--- src/rtl/wb_port_arbiter_pkg.sv ---
// wb_port_arbiter_pkg
//   Shared definitions for the writeback port arbiter slice: default datapath
//   widths, writeback source encodings, the JAL link register number and the
//   width of the ALU starvation counter.
package wb_port_arbiter_pkg;

    // Default widths of the core datapath.
    localparam int DEF_ISA_WIDTH           = 32;
    localparam int DEF_REG_FILE_ADDR_WIDTH = 5;

    // Register written by JAL with the return address.
    localparam int LINK_REG_NUM = 31;

    // Starvation counter width; STARVE_LIMIT must fit (1..15).
    localparam int STARVE_CNT_WIDTH = 4;

    // Writeback source index. SRC_NONE marks a cycle with no grant.
    typedef enum logic [1:0] {
        SRC_LINK = 2'd0,
        SRC_MEM  = 2'd1,
        SRC_ALU  = 2'd2,
        SRC_NONE = 2'd3
    } wb_src_e;

endpackage

--- src/rtl/wb_scoreboard.sv ---
// wb_scoreboard
//   One pending-writeback bit per architectural register.
//   A reserve sets a bit, a commit clears one; when both target the same
//   register in the same cycle the reserve wins. Register 0 never goes busy.
//
// Ports:
//   clk, rst_n   clock, asynchronous active-low reset
//   set_en       reserve strobe
//   set_addr     register being reserved
//   clr_en       commit strobe (register file write happening this edge)
//   clr_addr     register being committed
//   busy_mask    current pending bits, bit 0 is constant 0
module wb_scoreboard
    import wb_port_arbiter_pkg::*;
#(
    parameter int ADDR_WIDTH = DEF_REG_FILE_ADDR_WIDTH
) (
    input  logic                       clk,
    input  logic                       rst_n,
    input  logic                       set_en,
    input  logic [ADDR_WIDTH-1:0]      set_addr,
    input  logic                       clr_en,
    input  logic [ADDR_WIDTH-1:0]      clr_addr,
    output logic [2**ADDR_WIDTH-1:0]   busy_mask
);

    localparam int NUM_REGS = 2**ADDR_WIDTH;

    logic [NUM_REGS-1:0] set_mask;
    logic [NUM_REGS-1:0] clr_mask;
    logic [NUM_REGS-1:0] busy_next;
    logic [NUM_REGS-1:0] busy_q;

    always_comb begin
        set_mask = '0;
        clr_mask = '0;
        if (set_en) begin
            set_mask[set_addr] = 1'b1;
        end
        if (clr_en) begin
            clr_mask[clr_addr] = 1'b1;
        end
        // Clear first, then set: a same-register reserve survives the commit.
        busy_next = (busy_q & ~clr_mask) | set_mask;
        busy_next[0] = 1'b0;
    end

    always_ff @(posedge clk or negedge rst_n) begin
        if (!rst_n) begin
            busy_q <= '0;
        end else begin
            busy_q <= busy_next;
        end
    end

    assign busy_mask = busy_q;

endmodule

--- src/rtl/wb_port_arbiter.sv ---
// wb_port_arbiter
//   Shares the register file write port between LINK, MEM and ALU writeback
//   requesters. Fixed priority LINK > MEM > ALU; an ALU request that has lost
//   STARVE_LIMIT consecutive cycles is promoted above everything. The winner
//   is registered and appears on wr_* one cycle after its grant. A busy
//   scoreboard tracks registers reserved by issue and not yet written back.
//
// Handshake: a transfer happens on a cycle where valid & ready are both high.
//   ready is combinational from the valids and the starvation count, at most
//   one ready is high, ready is never high without its valid, and a requester
//   keeps valid/addr/data stable until it sees ready.
//
// Ports:
//   clk, rst_n                        clock, asynchronous active-low reset
//   link_valid/ready/addr/data        JAL return-address writeback
//   mem_valid/ready/addr/data         load data writeback
//   alu_valid/ready/addr/data         ALU result writeback
//   rsv_valid, rsv_addr               issue-stage destination reservation
//   wr_en, wr_addr, wr_data           register file write port
//   busy_mask                         pending-writeback bit per register
module wb_port_arbiter
    import wb_port_arbiter_pkg::*;
#(
    parameter int ISA_WIDTH           = DEF_ISA_WIDTH,
    parameter int REG_FILE_ADDR_WIDTH = DEF_REG_FILE_ADDR_WIDTH,
    parameter int STARVE_LIMIT        = 4
) (
    input  logic                              clk,
    input  logic                              rst_n,
    input  logic                              link_valid,
    output logic                              link_ready,
    input  logic [REG_FILE_ADDR_WIDTH-1:0]    link_addr,
    input  logic [ISA_WIDTH-1:0]              link_data,
    input  logic                              mem_valid,
    output logic                              mem_ready,
    input  logic [REG_FILE_ADDR_WIDTH-1:0]    mem_addr,
    input  logic [ISA_WIDTH-1:0]              mem_data,
    input  logic                              alu_valid,
    output logic                              alu_ready,
    input  logic [REG_FILE_ADDR_WIDTH-1:0]    alu_addr,
    input  logic [ISA_WIDTH-1:0]              alu_data,
    input  logic                              rsv_valid,
    input  logic [REG_FILE_ADDR_WIDTH-1:0]    rsv_addr,
    output logic                              wr_en,
    output logic [REG_FILE_ADDR_WIDTH-1:0]    wr_addr,
    output logic [ISA_WIDTH-1:0]              wr_data,
    output logic [2**REG_FILE_ADDR_WIDTH-1:0] busy_mask
);

    if (STARVE_LIMIT < 1 || STARVE_LIMIT > 15) begin : g_bad_starve_limit
        $error("wb_port_arbiter: STARVE_LIMIT must be in 1..15");
    end

    localparam logic [STARVE_CNT_WIDTH-1:0] STARVE_MAX = STARVE_CNT_WIDTH'(STARVE_LIMIT);

    logic [STARVE_CNT_WIDTH-1:0]   starve_cnt;
    logic                          promote;
    wb_src_e                       grant_src;
    logic [REG_FILE_ADDR_WIDTH-1:0] grant_addr;
    logic [ISA_WIDTH-1:0]          grant_data;

    // Grant selection. Readies are forced low during reset so nothing is
    // accepted while the write port and scoreboard are held cleared.
    always_comb begin
        promote    = alu_valid && (starve_cnt == STARVE_MAX);
        grant_src  = SRC_NONE;
        grant_addr = '0;
        grant_data = '0;

        if (!rst_n) begin
            grant_src = SRC_NONE;
        end else if (promote) begin
            grant_src = SRC_ALU;
        end else if (link_valid) begin
            grant_src = SRC_LINK;
        end else if (mem_valid) begin
            grant_src = SRC_MEM;
        end else if (alu_valid) begin
            grant_src = SRC_ALU;
        end

        case (grant_src)
            SRC_LINK: begin
                grant_addr = link_addr;
                grant_data = link_data;
            end
            SRC_MEM: begin
                grant_addr = mem_addr;
                grant_data = mem_data;
            end
            SRC_ALU: begin
                grant_addr = alu_addr;
                grant_data = alu_data;
            end
            default: begin
                grant_addr = '0;
                grant_data = '0;
            end
        endcase

        link_ready = (grant_src == SRC_LINK);
        mem_ready  = (grant_src == SRC_MEM);
        alu_ready  = (grant_src == SRC_ALU);
    end

    // Counts consecutive cycles an ALU request has been refused. Saturating
    // at the limit keeps promotion asserted until the ALU actually wins.
    always_ff @(posedge clk or negedge rst_n) begin
        if (!rst_n) begin
            starve_cnt <= '0;
        end else if (alu_valid && !alu_ready) begin
            if (starve_cnt != STARVE_MAX) begin
                starve_cnt <= starve_cnt + 1'b1;
            end
        end else begin
            starve_cnt <= '0;
        end
    end

    // Write port register. A grant to register 0 is consumed but suppressed
    // here; address/data hold their last value on idle cycles.
    always_ff @(posedge clk or negedge rst_n) begin
        if (!rst_n) begin
            wr_en   <= 1'b0;
            wr_addr <= '0;
            wr_data <= '0;
        end else if (grant_src != SRC_NONE) begin
            wr_en   <= (grant_addr != '0);
            wr_addr <= grant_addr;
            wr_data <= grant_data;
        end else begin
            wr_en   <= 1'b0;
        end
    end

    // The commit clears on the same edge that writes the register file.
    wb_scoreboard #(
        .ADDR_WIDTH (REG_FILE_ADDR_WIDTH)
    ) u_scoreboard (
        .clk       (clk),
        .rst_n     (rst_n),
        .set_en    (rsv_valid && (rsv_addr != '0)),
        .set_addr  (rsv_addr),
        .clr_en    (wr_en),
        .clr_addr  (wr_addr),
        .busy_mask (busy_mask)
    );

endmodule

--- config.mk ---
export PLATFORM = sky130hd
export DESIGN_NAME = wb_port_arbiter
export DESIGN_NICKNAME = d
export VERILOG_FILES = /design/src/rtl/wb_port_arbiter_pkg.sv /design/src/rtl/wb_scoreboard.sv /design/src/rtl/wb_port_arbiter.sv
export SDC_FILE = /design/constraint.sdc
export NUM_CORES = 1
export LEC_CHECK = 0
export CORE_MARGIN = 3
export CORE_UTILIZATION = 38
export DETAILED_ROUTE_END_ITERATION = 10
export MAX_ROUTING_LAYER = met4
export PLACE_DENSITY = 0.8
export SYNTH_ARGS = -nofsm -noshare
export SYNTH_HDL_FRONTEND = slang
export SYNTH_SLANG_ARGS = --single-unit
--- constraint.sdc ---
create_clock -name clk -period 2.2 [get_ports clk]
set_input_delay 0.44 -clock clk [delete_from_list [all_inputs] [get_ports clk]]
set_output_delay 0.44 -clock clk [all_outputs]
set_load 0.03 [all_outputs]
* After elaboration in Yosys (flattened, before gate mapping)
Index checks and enable logic that the tools add are counted.
** Word-level totals
- Register bits after elaboration :: 73
- Bits of input ports :: 122
- Output and inout port bits :: 73
- Word-level logic and storage cells :: 44
** Cells by class
- Add/sub/neg operators :: 1
- $lt $le $gt $ge :: 4
- Equal/unequal tests :: 6
- Mux-type cells :: 16
- Bitwise logic cells :: 3
- Reductions and logical operators :: 9
** Operator list (number)
- 32-bit one-hot mux with 3 select lines :: 1
- 32-bit 2-to-1 mux :: 2
- 32-bit bitwise AND :: 1
- 32-bit inverter :: 1
- 32-bit OR :: 1
- 5-bit one-hot mux with 3 select lines :: 1
- 5-bit by 6-bit < comparator with 1-bit output, second input constant :: 2
- 1-bit demux with 5-bit select :: 2
- 5-bit by 1-bit greater-or-equal comparator with 1-bit output, second input constant :: 2
- 5-bit nonzero test :: 2
- 2-bit 2-to-1 mux :: 4
- 4-bit 2-to-1 mux :: 2
- 1-bit logical AND :: 5
- 4-bit by 1-bit adder with 4-bit output, second input constant :: 1
- 4-bit by 3-bit equality test with 1-bit output, second input constant :: 1
- 1-bit 2-to-1 mux :: 4
- 4-bit by 3-bit inequality test with 1-bit output, second input constant :: 1
- 2-bit by 1-bit equality test with 1-bit output, second input constant :: 1
- 2-bit equality test, second input constant :: 1
- 2-bit zero test :: 1
- 2-bit by 1-bit inequality test with 1-bit output, second input constant :: 1
- 2-bit inequality test, second input constant :: 1
- 1-bit zero test :: 1

* Depth between registers and ports, before layout
Gate-level depths: netlist (run 1).
- Depth after elaboration :: 9
- Mapped depth :: 9
- Depth with buffers taken out :: 7

* Modules after synthesis
From an unflattened synthesis (run 1), not the netlist that was laid out.
** Unflattened totals
- Cells, all modules :: 339
- Area, all modules :: 3538.4 um^2
** By module, submodules not included
- wb_port_arbiter :: times used 1, cells an instance 218, area each 2255.9 um^2, seq. area each 1051.0 um^2
- wb_scoreboard :: times used 1, cells an instance 121, area each 1282.5 um^2, seq. area each 775.7 um^2

* Worst setup path after synthesis (run 1)
OpenSTA, ideal clock, no wires.
- Kind :: register to output
- Start point :: reg starve_cnt[0]
- End point :: out mem_ready
- Data arrival time :: 1575 ps
- Required time :: 1760 ps
- Path slack :: 185 ps
- Cell stages (with the launch flop) :: 8
- Buffers on the path :: 2
- Path through :: dfrtp_1 -> inv_1 -> ha_1 -> nand2b_1 -> o21ai_1 -> buf_2 -> buf_2 -> nor2b_1
** Between the ends
- Cells in the longest elaborated chain, start to end :: 5
** Ends and longest elaborated chain
- start: declaration :: RTL line wb_port_arbiter.sv:56 : logic [STARVE_CNT_WIDTH-1:0] starve_cnt;
- start signal: assignment :: RTL line wb_port_arbiter.sv:113 : starve_cnt <= starve_cnt + 1'b1;
- 4-bit by 3-bit equality test with 1-bit output :: RTL line wb_port_arbiter.sv:65 : promote = alu_valid && (starve_cnt == STARVE_MAX);
- 1-bit logical AND :: RTL line wb_port_arbiter.sv:65
- 2-bit 2-to-1 mux :: RTL line wb_port_arbiter.sv:72 : end else if (promote) begin
- 2-bit 2-to-1 mux :: RTL line wb_port_arbiter.sv:70 : if (!rst_n) begin
- 2-bit by 1-bit equality test with 1-bit output :: RTL line wb_port_arbiter.sv:102 : mem_ready = (grant_src == SRC_MEM);
- end: declaration :: RTL line wb_port_arbiter.sv:35 : output logic mem_ready,
Every way passes these cells.

* Final worst setup path (run 1)
- Start point :: reg starve_cnt[0]
- End point :: out alu_ready
** Between the ends
- Cells in the longest elaborated chain, start to end :: 5
** Ends and longest elaborated chain
- 4-bit by 3-bit equality test with 1-bit output :: RTL line wb_port_arbiter.sv:65
- 1-bit logical AND :: RTL line wb_port_arbiter.sv:65
- 2-bit 2-to-1 mux :: RTL line wb_port_arbiter.sv:72
- 2-bit 2-to-1 mux :: RTL line wb_port_arbiter.sv:70
- 2-bit equality test :: RTL line wb_port_arbiter.sv:103 : alu_ready = (grant_src == SRC_ALU);
- end: declaration :: RTL line wb_port_arbiter.sv:39 : output logic alu_ready,
Every way passes these cells.

==> flow_summary.yaml, run 1 <==
routing:
  drtPass1Iterations: 5
  drtIter0Drc: 253
  routedWlPerCell_um: 19.8
  num_vias: 3704
  drc: 0
  viasPerCell: 5.71
  wirelength_um: 12900
  drtAntennaViolNets: 0
clocking:
  cts_buffers: 9
  cts_max_level: 3
  cts_buffer_depth: 2
  root_buffer: "clkbuf_8"
  clock-sinks: 73
  clk_pin_slew_ns: 0.08
  cts_tree: "yes"
  worstSkewPairLatency_ns: 0.34
timing:
  tightestPinTransition_ns: 0.657
  drv_slew: 0
  hold_viol: 0
  finalWorstSetupSlack_ns: 0.0734
  finalSetupTns_ns: 0
  period_share_pct: 96.7
  fmaxAchievable_ghz: 0.470
  clock_skew_ns: 0.00849
  rsz0062_at_grt: "false"
  setup_viol: 0
  relSlewSlack_pct: 56.2
  post-route-min-period_ns: 2.13
global_route:
  grt_max_degree: 54
  overflow: 0
  grt_pass1_wl_um: 19600
  grt_usage_pct: 25.6
  grt_pass1_vias: 3821
  antenna_found_initial: 0
synth:
  syn-cell-area_um2: 3420
  synth_top_family_by_area: "compound AO/OA/AOI/OAI gates"
  synth_area_leaders: "dfrtp_1 53%, a221o_1 9.4%, o21ai_0 9.1%"
  synthMuxAreaShare_pct: 0.293
  netlist_instances: 331
  ys_ff_latch: 73
  synth_top_cell_by_area: "dfrtp_1"
  yosys_warnings: 0
  synth-adder-area-share_pct: 0.731
  syn_avg_cell_area_um2: 10.3
  yosysSeqAreaShare_pct: 53.4
  synthXorXnorAreaFrac_pct: 0.256
  synth_simple_gate_area_share_pct: 11.3
  synth_nets: 455
  synth_compound_area_share_pct: 30.0
  synth_top_area_share_pct: 53.4
  synthDistinctLibCells: 34
floorplanning:
  pin_count: 195
  core_area_um2: 8460
  dieArea_um2: 10200
  die_y_um: 101
  chipWidth_um: 101
  rows: 33
  start_util_pct: 40.4
power_and_ir_drop:
  p_int_mw: 3.31
  p_sw_share_pct: 38.9
  p_seq_share_pct: 36.2
  ir_drop_mv: 0.393
  p_sw_mw: 2.11
  p_clk_share_pct: 19.6
  leakage_nw: 2.37
  p_comb_share_pct: 44.1
  power.density_nw_per_um2: 932
setup_path:
  crit_buf_inv: 2
  cp.required_ns: 1.76
  cp_slowest_cell: "dfrtp_1"
  cp_max_fo: 6
  cp.arrival_ns: 1.69
  start_kind: "flip-flop"
  cpPeakStageDelay_ns: 0.36
  timing.rr.end: "wr_data[14]"
  ff2ff_path_depth: 7
  crit_family: "flip-flops"
  cp_cell_sequence: "inv_1 > ha_1 > and3b_2 > o211a_4 > buf_4"
  r2r_slack_ns: 0.22
  crit_cells: 5
  crit_type: "flip-flop to output pin"
  endpoint_kind: "output pin"
  reg2reg_from: "starve_cnt[0]"
cells_and_area:
  syn_to_final_growth_pct: 69.9
  fin_cells: 649
  nNetsFinal: 662
  final_layout_size_suffix_gt1_share_pct: 9.94
  fillCellCount: 643
placement:
  io_buffer_count: 193
  dp.cells: 622
  place_congestion: 0.876
  post-place-ws_ns: 0.0794
  hpwl_um: 9850
job:
  max-cap-violations: 0
hold_path:
  worstHoldPathType: "input pin to async pin"
status:
  status: "complete, no violations"
==> per-stage QoR <==
step	power, mW	cell area (um2)	utilization (%)	hold WS (ns)
3_5_place_dp	4.35	5520	65.2	0.297
5_1_grt	5.67	5810	68.6	0.0850
6_report	5.42	5810	68.7	0.0775
2_1_floorplan	3.11	3420	-	0.144
3_3_place_gp	4.28	5520	65.2	0.295
4_1_cts	5.42	5750	67.9	0.0630
==> synth_stat cells (all sizes together) <==
cell     number
a221o        32
nand3         6
buf          11
xnor2         1
inv           3
o211a         1
dfrtp        73
nand2         9
nand2b        1
a22oi        37
nor2b         2
or3           2
and3b         1
o21ai        65
or3b          4
o2bb2ai       4
conb          1
nor4          1
a21o          4
mux2i         1
clkbuf       13
a21oi         2
nor2         43
nand3b       10
ha            2
o31ai         1
nor3          1
==> flip-flops by register name, indices dropped and copies added (netlist names) <==
name and cells:
starve_cnt 4, u_scoreboard.busy_mask 31, wr_addr 5, wr_data 32
wr_en 1
==> kinds of logic after synthesis <==
| group | after synthesis |
|---|---|
| DFF | 73 |
| adders and majority gates | 2 |
| xor gates and xnor gates | 1 |
| and+or+nand+nor | 80 |
| muxes | 1 |
| buffers and inverters | 27 |
| AOI/OAI and AO/OA | 146 |
| other | 1 |
==> worst max path at each step <==
| stage | from | slack, ns | endpoint |
|---|---|---|---|
| floorplan | starve_cnt[0] | 0.18 | mem_ready |
| global placement | mem_valid | 0.11 | mem_ready |
| detailed placement | mem_valid | 0.08 | wr_data[8] |
| CTS | starve_cnt[0] | 0.04 | mem_ready |
| global route | starve_cnt[0] | 0.003 | mem_ready |
| finish | starve_cnt[0] | 0.07 | alu_ready |
==> area by class of cell <==
| class | count | area, um2 | share of cell area [%] |
|---|---|---|---|
| well taps | 105 | 131 | 2.26 |
| diodes | 1 | 2.50 | 0.0430 |
| repair buffers | 220 | 2150 | 37.1 |
| multi-input cells | 231 | 1490 | 25.5 |
| flip-flops and latches | 73 | 1830 | 31.4 |
| clock inverters | 7 | 77.6 | 1.33 |
| inverters | 3 | 11.3 | 0.194 |
| clock buffers | 9 | 124 | 2.13 |
==> power by group through the flow <==
| stage | logic (mW) | registers (mW) | clock network [mW] |
|---|---|---|---|
| after floorplan | 0.458 | 2.65 | 0 |
| after global placement | 2.31 | 1.97 | 0 |
| after detailed placement | 2.37 | 1.98 | 0 |
| after CTS | 2.38 | 1.96 | 1.08 |
| after global routing | 2.53 | 2.01 | 1.14 |
| final | 2.39 | 1.96 | 1.06 |
==> per-layer routing <==
layer | part of all wire, % | vias to the layer above | wire (um) | global-route usage (%)
met4 | 2.8 | 0 | 356 | 10.5
li1 | - | 1678 | - | -
met2 | 50 | 222 | 6430 | 41.8
met1 | 37 | 1777 | 4820 | 30.3
met3 | 9.8 | 27 | 1270 | 6.23
met5 | 0 | - | 0 | -
==> what timing repair did <==
action | in CTS | in global routing
endpoints found under the hold margin | 10 | 0
setup buffers | 1 | 8
gates resized for setup | 2 | 2
hold buffers | 1 | 0
pin swaps | 0 | 2
endpoints found under the setup margin | 1 | 3
gates cloned | 0 | 0
==> placed cells by master, fill, tap and decap left out, types with 2 or more instances in the layout <==
cell,synthesis,routed
nor2_1,43,43
o21ai_1,3,2
a21o_1,4,4
o2bb2ai_1,3,3
ha_1,2,2
dfrtp_1,73,73
clkinv_4,0,2
nand3_1,6,6
inv_1,3,3
or3b_2,2,2
a221o_1,32,32
or3_1,2,2
nand2_1,9,9
inv_6,0,2
clkdlybuf4s50_1,0,188
clkbuf_8,0,9
o21ai_0,62,62
nand3b_1,10,10
a22oi_1,37,37
buf_12,0,2
a21oi_1,2,2
buf_4,1,28
or3b_1,2,2
No activity file was read; power rests on OpenSTA's default activity.
==> inputs of run 2 (changes only) <==
CTS_CLUSTER_SIZE = 16   (was unset)
==> results of run 2 <==
No change in the layout: final DEF, timing and power equal those of run 1.
==> inputs of run 3 (changes only) <==
CORE_ASPECT_RATIO = 0.75   (was unset)
==> run 3 against run 2 <==
Compared with the run above:
- global-route usage shrank 0.44 points
- register-to-register slack gained 0.09 ns
- count of clock-buffer cells in the layout grew 1
- clock skew shrank 0.0023 ns
- critical path type is now input pin to output pin
==> flow_summary.yaml, run 3 (same netlist as run 1, synthesis figures left out) <==
clocking:
  cts_buffer_depth: 2
  root_buffer: "clkbuf_16"
  postCtsHoldBufs: 0
  clk_pin_slew_ns: 0.06
  cts_max_level: 3
  cts_buffers: 9
  clock-sinks: 73
  worstSkewPairLatency_ns: 0.32
  cts_tree: "yes"
cells_and_area:
  finish.utilization_pct: 70.2
  n_antenna_cell: 0
  final_common_cell: "clkdlybuf4s50_1"
  top_register: "wr_data"
  fillCellCount: 655
  nNetsFinal: 667
  syn_to_final_growth_pct: 76.4
  final_layout_size_suffix_gt1_share_pct: 11.1
  layout_common_cells: "189 x clkdlybuf4s50_1, 73 x dfrtp_1, 62 x o21ai_0"
  largest_register_ffs: 32
  stdcell_area_um2: 6040
global_route:
  antenna_found_initial: 0
  grt_usage_pct: 25.1
  grt_pass1_vias: 3632
  grt_pass1_wl_um: 19200
  grt_max_degree: 53
  overflow: 0
floorplanning:
  chipWidth_um: 116
  core_area_um2: 8600
  dieArea_um2: 10200
  pin_count: 195
  start_util_pct: 39.8
  rows: 29
  die_y_um: 88.2
power_and_ir_drop:
  leakage_nw: 2.45
  power.density_nw_per_um2: 969
  ir_drop_mv: 0.763
routing:
  met1_length_um: 5370
  wl_met3_um: 938
  dr_wl_met2_um: 6440
  drtIter0Drc: 283
  wirelength_um: 12900
  num_vias: 3669
  drtPass1Iterations: 5
  top_layer_used: "met4"
  drtAntennaViolNets: 0
  routedWlPerCell_um: 19.7
  drc: 0
  viasPerCell: 5.59
placement:
  post-place-ws_ns: 0.0453
  place_congestion: 0.901
  io_buffer_count: 193
  placed_area_um2: 5610
  hpwl_um: 9520
setup_path:
  endpoint_kind: "output pin"
  start_kind: "input pin"
  crit_type: "input pin to output pin"
  cp_max_fo: 15
  cp.arrival_ns: 1.72
  cp.required_ns: 1.76
timing:
  relSlewSlack_pct: 56.0
  finalSetupTns_ns: 0
  drv_slew: 0
  period_share_pct: 98.0
  clock_skew_ns: 0.00621
  tightestPinTransition_ns: 0.659
  fmaxAchievable_ghz: 0.464
  post-route-min-period_ns: 2.16
  rsz0062_at_grt: "false"
  hold_viol: 0
  setup_viol: 0
  finalWorstSetupSlack_ns: 0.0437
job:
  max-cap-violations: 0
hold_path:
  worstHoldPathType: "input pin to async pin"
status:
  status: "complete, no violations"
run 3: metrics by stage:
step	cells	power, mW	hold slack, ns
6_report	656	5.85	0.143
5_1_grt	656	6.12	0.160
4_1_cts	650	5.89	0.141
3_5_place_dp	630	4.38	0.476
3_3_place_gp	630	4.32	0.475
2_1_floorplan	331	3.11	0.144
run 3: repair_timing:
action                                  in CTS  in global routing
cloned                                       1                  0
endpoints found under the setup margin       1                  3
setup buffers                                3                  6
gates resized for setup                      4                  1
pin swaps                                    0                  2
run 3: worst paths after layout:
path / start / end / slack, ns / depth (start not counted)
hold / removal: rst_n / wr_data[10] / 0.14 / 2
hold reg to reg: u_scoreboard.busy_mask[8] / u_scoreboard.busy_mask[8] / 0.50 / 2
setup / recovery: mem_valid / mem_ready / 0.04 / 5
max in group asynchronous: rst_n / u_scoreboard.busy_mask[20] / 1.48 / 2
min in group clk: u_scoreboard.busy_mask[8] / u_scoreboard.busy_mask[8] / 0.50 / 2
setup reg to reg: starve_cnt[0] / wr_data[11] / 0.31 / 7
run 3: final cells by class:
class | instances | area (um2) | area share [%]
sequential | 73 | 1830 | 30.3
inverter | 3 | 11.3 | 0.187
clock buffer | 10 | 239 | 3.96
timing repair buffer | 225 | 2270 | 37.5
tap | 108 | 135 | 2.24
clock inverter | 6 | 66.3 | 1.10
multi-input combinational | 231 | 1490 | 24.7
run 3: per-layer routing:
layer	global-route usage, %	vias up
li1	-	1690
met1	31.9	1794
met2	40.9	171
met3	5.80	14
met4	6.50	0
met5	-	-
run 3: critical path: stages:
cell and delay (ns):
clkdlybuf4s50_1 0.54, nor2b_4 0.20, buf_12 0.15, nor2b_1 0.18
buf_4 0.19
run 3: where the power goes:
| part | switching (mW) | internal, mW |
|---|---|---|
| Clock | 0.551 | 0.910 |
| Sequential | 0.219 | 1.71 |
| Combinational | 1.36 | 1.10 |
